$ cat src/rtl/enc_bin2onehot_stream_if.sv
// rtl/enc_bin2onehot_stream_if.sv - index-in / one-hot-out handshake bundle for enc_bin2onehot_stream
interface enc_bin2onehot_stream_if #(
   parameter int BIN_W = 4,
   parameter int OH_W  = 16
);
   logic             in_valid;
   logic             in_ready;
   logic [BIN_W-1:0] in;
   logic             out_valid;
   logic             out_ready;
   logic [OH_W-1:0]  out;
   logic             out_err;

   modport master (
      output in_valid, in, out_ready,
      input  in_ready, out_valid, out, out_err
   );

   modport slave (
      input  in_valid, in, out_ready,
      output in_ready, out_valid, out, out_err
   );
endinterface

$ cat src/rtl/enc_bin2onehot_stream.sv
// rtl/enc_bin2onehot_stream.sv - buffered binary-to-one-hot encoder with out-of-range flagging
// Optional saturating error counter port err_cnt is built only when ENC_ERR_CNT_EN is defined.
module enc_bin2onehot_stream #(
   parameter int BIN_W      = 4,
   parameter int OH_W       = 16,
   parameter int FIFO_DEPTH = 2
) (
   input  logic clk,
   input  logic rst,
`ifdef ENC_ERR_CNT_EN
   output logic [7:0] err_cnt,
`endif
   enc_bin2onehot_stream_if.slave s
);

   localparam int PTR_W = $clog2(FIFO_DEPTH);
   localparam int CNT_W = PTR_W + 1;

   logic [PTR_W-1:0] wr_ptr;
   logic [PTR_W-1:0] rd_ptr;
   logic [PTR_W-1:0] rd_next;
   logic [CNT_W-1:0] count;
   logic [CNT_W-1:0] count_kept;
   logic [CNT_W-1:0] count_next;
   logic             rst_done;
   logic             in_rdy;
   logic             out_vld;
   logic             push;
   logic             pop;
   logic [BIN_W-1:0] idx;
   logic             in_err;
   logic [OH_W-1:0]  in_oh;
   logic [OH_W-1:0]  out_q;
   logic             err_q;
   logic [OH_W-1:0]  oh_mem  [FIFO_DEPTH];
   logic             err_mem [FIFO_DEPTH];

   // rst_done delays in_ready until the first edge after reset release
   assign in_rdy      = rst_done && (count < CNT_W'(FIFO_DEPTH));
   assign out_vld     = (count != '0);
   assign s.in_ready  = in_rdy;
   assign s.out_valid = out_vld;
   assign s.out       = out_q;
   assign s.out_err   = err_q;
   assign idx         = s.in;

   always_comb begin
      in_err     = (32'(idx) >= 32'(OH_W));
      in_oh      = in_err ? '0 : (OH_W'(1) << idx);
      push       = s.in_valid && in_rdy;
      pop        = out_vld && s.out_ready;
      count_kept = count - CNT_W'(pop);
      count_next = count_kept + CNT_W'(push);
      rd_next    = rd_ptr + PTR_W'(pop);
   end

   // out_q/err_q always mirror the head entry; when no older entry survives, the head is the one being pushed
   always_ff @(posedge clk or posedge rst) begin
      if (rst) begin
         rst_done <= 1'b0;
         count    <= '0;
         wr_ptr   <= '0;
         rd_ptr   <= '0;
         out_q    <= '0;
         err_q    <= 1'b0;
      end else begin
         rst_done <= 1'b1;
         count    <= count_next;
         rd_ptr   <= rd_next;
         if (push) begin
            wr_ptr <= wr_ptr + PTR_W'(1);
         end
         if (count_next != '0) begin
            if (count_kept == '0) begin
               out_q <= in_oh;
               err_q <= in_err;
            end else begin
               out_q <= oh_mem[rd_next];
               err_q <= err_mem[rd_next];
            end
         end
      end
   end

   always_ff @(posedge clk) begin
      if (push) begin
         oh_mem[wr_ptr]  <= in_oh;
         err_mem[wr_ptr] <= in_err;
      end
   end

`ifdef ENC_ERR_CNT_EN
   always_ff @(posedge clk or posedge rst) begin
      if (rst) begin
         err_cnt <= 8'd0;
      end else if (push && in_err && (err_cnt != 8'hFF)) begin
         err_cnt <= err_cnt + 8'd1;
      end
   end
`endif

endmodule
$ cat src/flat_wrapper.sv
// flat-port wrapper written by rule: the top's interface ports become plain ports
module enc_bin2onehot_stream_flat 
#(
   parameter int BIN_W      = 4,
   parameter int OH_W       = 16,
   parameter int FIFO_DEPTH = 2
)
  (clk, rst, s_in_valid, s_in, s_out_ready, s_in_ready, s_out_valid, s_out, s_out_err);
  enc_bin2onehot_stream_if #(.BIN_W(BIN_W), .OH_W(OH_W)) s_i ();
  input  logic clk;
  input  logic rst;
  input wire logic [$bits(s_i.in_valid)-1:0] s_in_valid;
  input wire logic [$bits(s_i.in)-1:0] s_in;
  input wire logic [$bits(s_i.out_ready)-1:0] s_out_ready;
  output wire logic [$bits(s_i.in_ready)-1:0] s_in_ready;
  output wire logic [$bits(s_i.out_valid)-1:0] s_out_valid;
  output wire logic [$bits(s_i.out)-1:0] s_out;
  output wire logic [$bits(s_i.out_err)-1:0] s_out_err;
  assign s_i.in_valid = s_in_valid;
  assign s_i.in = s_in;
  assign s_i.out_ready = s_out_ready;
  assign s_in_ready = s_i.in_ready;
  assign s_out_valid = s_i.out_valid;
  assign s_out = s_i.out;
  assign s_out_err = s_i.out_err;
  enc_bin2onehot_stream #(.BIN_W(BIN_W), .OH_W(OH_W), .FIFO_DEPTH(FIFO_DEPTH)) u_core (.clk(clk), .rst(rst), .s(s_i));
endmodule
$ cat config.mk
export PLATFORM = sky130hd
export DESIGN_NAME = enc_bin2onehot_stream_flat
export DESIGN_NICKNAME = d
export VERILOG_FILES = /design/src/rtl/enc_bin2onehot_stream_if.sv /design/src/rtl/enc_bin2onehot_stream.sv /design/src/flat_wrapper.sv
export SDC_FILE = /design/constraint.sdc
export NUM_CORES = 1
export LEC_CHECK = 0
export CORE_ASPECT_RATIO = 2
export CORE_MARGIN = 2
export CORE_UTILIZATION = 35
export DETAILED_ROUTE_END_ITERATION = 7
export PLACE_DENSITY_LB_ADDON = 0.1
export SYNTH_ARGS = -nofsm -noshare
export SYNTH_HDL_FRONTEND = slang
export SYNTH_SLANG_ARGS = --single-unit
$ cat constraint.sdc
create_clock -name clk -period 3.13 [get_ports clk]
set_input_delay 0.313 -clock clk [delete_from_list [all_inputs] [get_ports clk]]
set_output_delay 0.313 -clock clk [all_outputs]
set_load 0.05 [all_outputs]
==> results by stage <==
Outcome:
- The flow ran to the end, and the final reports show no timing, DRC or antenna violations.

Placed design:
- The congestion estimate from routability-driven global placement came to 0.7545.
- Port buffering added 25 buffers.
- Once placement finished, the instance area stood at 2639 um2.
- The HPWL after detailed placement is 3261 um.

Yosys:
- The synthesized design spends more area on one cell type than any other, namely edfxtp_1.
- Summing the areas of all fa, ha and maj instances in the mapped netlist gives 1.070% of the synthesized area.
- Sequential elements use 63.53% of the synthesized area.
- Yosys attributes the largest share of cell area to edfxtp_1 (41%), dfrtp_1 (22%), mux2i_1 (6.8%).
- The synthesized netlist contains 28 unique library cells.
- The share of the synthesized area in the top cell type is 41.07%.
- In this run the mean area of a mapped cell was 13.84 um2.
- Synthesis inferred 53 register bits.
- The complex-gate fraction of the synthesized area is 8.556%.
- The simple-gate share of the synthesized area is 12.62%.
- After synthesis, the share of cell area in mux cells is 6.845%.
- The number of nets handed over by synthesis was 179.
- The mapped netlist covers 2340 um2.
- For this run, the number of Yosys warnings is 0.
- The dominant combinational cell family by area after synthesis is simple AND/OR/NAND/NOR gates.
- The xor/xnor cell area share of the yosys netlist is 2.995%.
- The synthesized netlist cell count is 169.

Min path:
- The worst hold path belongs to the class flop to flop.
- The number of cells traversed by the worst hold path is 1.
- The critical hold path startpoint is u_core.wr_ptr.
- The path with the worst hold slack has its endpoint at u_core.wr_ptr.

Timing:
- Setup repair after global routing left no endpoint under its margin.
- In the finished design, the share of the clock period the worst path needs comes to 81.79%.
- The final count of hold timing violations is 0.
- Measured against its own limit, the worst slew margin works out to 38.92%.
- The largest clock skew in the final design is 0.005922 ns.
- The worst hold slack is 0.4942 ns.
- The final critical delay including setup and external delays is 2.560 ns.
- The max-slew violation count is 0.
- The top achievable clock speed is 390.6 MHz.
- The worst-margin pin slew is 0.9152 ns.
- The final sum of negative setup slack is 0 ns.
- Setup violations remaining at the end of the flow were counted as 0.

Route:
- In this run, the number of DRC markers left after iteration 0 of detailed routing was 41.
- After detailed routing, the number of remaining DRC violations is 0.
- The first-pass iteration count of the detailed router is 4.
- The per-cell routed wire length is 17.14 um.
- After detailed routing, the total wire length is 4884 um.
- In this run the remaining antenna-violating nets after routing total 0.
- The detailed router placed 1,399 vias in this run.
- The detail-routed via count per cell is 4.909.

Worst setup path:
- The most numerous cell on the critical path is ha_1.
- Measured in cells, the most critical reg-to-reg path has a length of 8.
- The largest stage delay on the critical path is 0.60 ns.
- The critical path arrival is 2.77 ns.
- The start-to-end type of the worst setup path is flop to flop.
- The required time of the critical path is 3.34 ns.
- The destination of the worst register-to-register timing path is u_core.s.out[1].
- The launching point of the worst reg2reg path is u_core.count[1].
- Walking the worst path, the cells encountered are o21a_2 > ha_1 > inv_1 > ha_1 > xor3_2 > or2_1 > nor2_1 > a211oi_2.
- The largest individual stage delay along the critical path comes from the cell or2_1.
- The maximum net fanout on the critical path is 16.
- STA classifies the critical path endpoint as a flop.
- The setup check on the worst reg-to-reg path leaves a slack of 0.57 ns.
- The nature of the critical path startpoint is a flop.

CTS:
- The number of setup buffers added after CTS is 0.
- Clock tree synthesis found a total of 53 sinks.
- The latest clock arrival within the worst-skew pair is 0.30 ns.
- After clock tree synthesis, the clock-pin slew on the worst setup and hold paths is 0.07 ns.
- The number of CTS-inserted buffers is 5.
- The clock tree from TritonCTS is yes.
- Post-CTS repair changed the size of 0 cells.
- The worst-case clock buffer depth is 2.
- The cell sitting at the root of the clock tree is a clkbuf_16.
- After clock tree synthesis, the flow added hold-fix buffers numbering 0.
- CTS built an H-tree with a depth of 2.

Die:
- In this run the count of I/O pins placed on the die edge is 27.
- From left edge to right edge, the die measures 61.82 um.
- For this configuration, the core starts out at a cell density of 35.62%.
- The die covers 7395 um2.
- The initialized floorplan defines 42 standard-cell rows.
- The floorplan step set the die height to 119.6 um.
- After floorplanning, the core was sized to cover 6569 um2.

Global routing:
- The initial antenna violation count is 0.
- The number of global-route vias before repair is 1,484.
- The pin count of the biggest net entering global routing is 22.
- The global-route total usage across every layer is 14.84%.
- For this run the aggregate overflow at the end of global routing stands at 0.
- The first global-routing pass estimated 7879 um of wire.

Cells and area:
- The repair_antennas step left the layout with diodes totalling 0.
- In the final design database the tool counted 206 nets.
- Summing all non-filler instances in the final layout gives an area of 2781 um2.
- From synthesis to final layout, the design area changed by 18.88%.
- The share of cells above drive strength 1 is 14.72%.

Flow run:
- The count of maximum capacitance violations is 0.
## metal layers
layer	part of all wire [%]	routed length, um	track usage, %	vias to the layer above
li1	-	-	-	662
met1	40	1959	17.58	704
met2	55	2692	24.34	26
met3	2.4	117	3.448	7
met4	2.4	115	6.915	0
met5	0	0	0	-
## cell type report
type	instances	area, um2
clock inverters	3	17.52
inverters	5	18.77
well taps	88	110.1
fillers	635	3787
flip-flops and latches	53	1486
repair buffers	27	265.3
clock buffers	5	125.1
multi-input cells	104	758.2
## stage by stage
| step | util, % | std cells | setup WS [ns] |
|---|---|---|---|
| after floorplan | - | 169 | 0.8800 |
| after global placement | 40.17 | 277 | 0.4427 |
| after detailed placement | 40.17 | 277 | 0.3761 |
| after CTS | 42.34 | 285 | 0.5634 |
| after global routing | 42.34 | 285 | 0.3509 |
| final | 42.34 | 285 | 0.5701 |
## kinds of logic after synthesis
family / after synthesis
DFF: 53
buffers and inverters: 12
adders and majority gates: 2
AOI/OAI and AO/OA: 18
xor gates and xnor gates: 4
and+or+nand+nor: 62
other: 2
muxes: 16
## sequential cells by signal, indices dropped and copies added (netlist names)
| register | flops |
|---|---|
| u_core.count | 2 |
| u_core.s.out | 16 |
| u_core.wr_ptr | 1 |
| u_core.rst_done | 1 |
| u_core.oh_mem | 32 |
| u_core.rd_ptr | 1 |
## worst max path at each step
| stage | start | end | slack, ns | depth (start not counted) |
|---|---|---|---|---|
| after global placement | s_out_ready | u_core.s.out[2] | 0.44 | 9 |
| after global routing | u_core.count[1] | u_core.s.out[7] | 0.35 | 8 |
| after CTS | u_core.count[1] | u_core.s.out[1] | 0.56 | 8 |
| after detailed placement | s_out_ready | u_core.s.out[1] | 0.38 | 9 |
| final | u_core.count[1] | u_core.s.out[1] | 0.57 | 8 |
| after floorplan | u_core.count[1] | u_core.s.out[0] | 0.88 | 10 |
## Yosys cell counts, drive strengths merged
| cell | number |
|---|---|
| clkbuf | 1 |
| dfrtp | 21 |
| conb | 2 |
| or2 | 2 |
| nand2 | 4 |
| ha | 2 |
| nor4 | 1 |
| nand2b | 4 |
| a21oi | 1 |
| o21a | 1 |
| a211oi | 16 |
| nor2 | 27 |
| mux2i | 16 |
| buf | 6 |
| inv | 5 |
| nor3 | 22 |
| and3 | 1 |
| xor3 | 1 |
| and2b | 1 |
| edfxtp | 32 |
| xnor2 | 3 |
## critical path, delay by kind of cell (launching register included)
kind / cells / cell delay, ns
compound gates: 2 / 0.43
buf+inv: 1 / 0.06
fa+ha+maj: 2 / 0.55
simple gates: 2 / 0.75
flops: 1 / 0.43
xor+xnor: 1 / 0.25
## placed cells by master (no fill, tap or decap), types with 2 or more instances in the layout
cell / instances
edfxtp_1: 32
nor2_1: 25
clkdlybuf4s50_1: 25
nor3_1: 22
dfrtp_1: 21
mux2i_1: 16
a211oi_2: 11
inv_1: 5
a211oi_1: 5
clkbuf_16: 5
nand2_1: 4
nand2b_1: 4
xnor2_1: 2
ha_1: 2
conb_1: 2
clkinv_2: 2
buf_4: 2
Power is left out: the tool's default activity adds up to more than one toggle a clock period on the data nets, which glitch-free logic cannot reach.
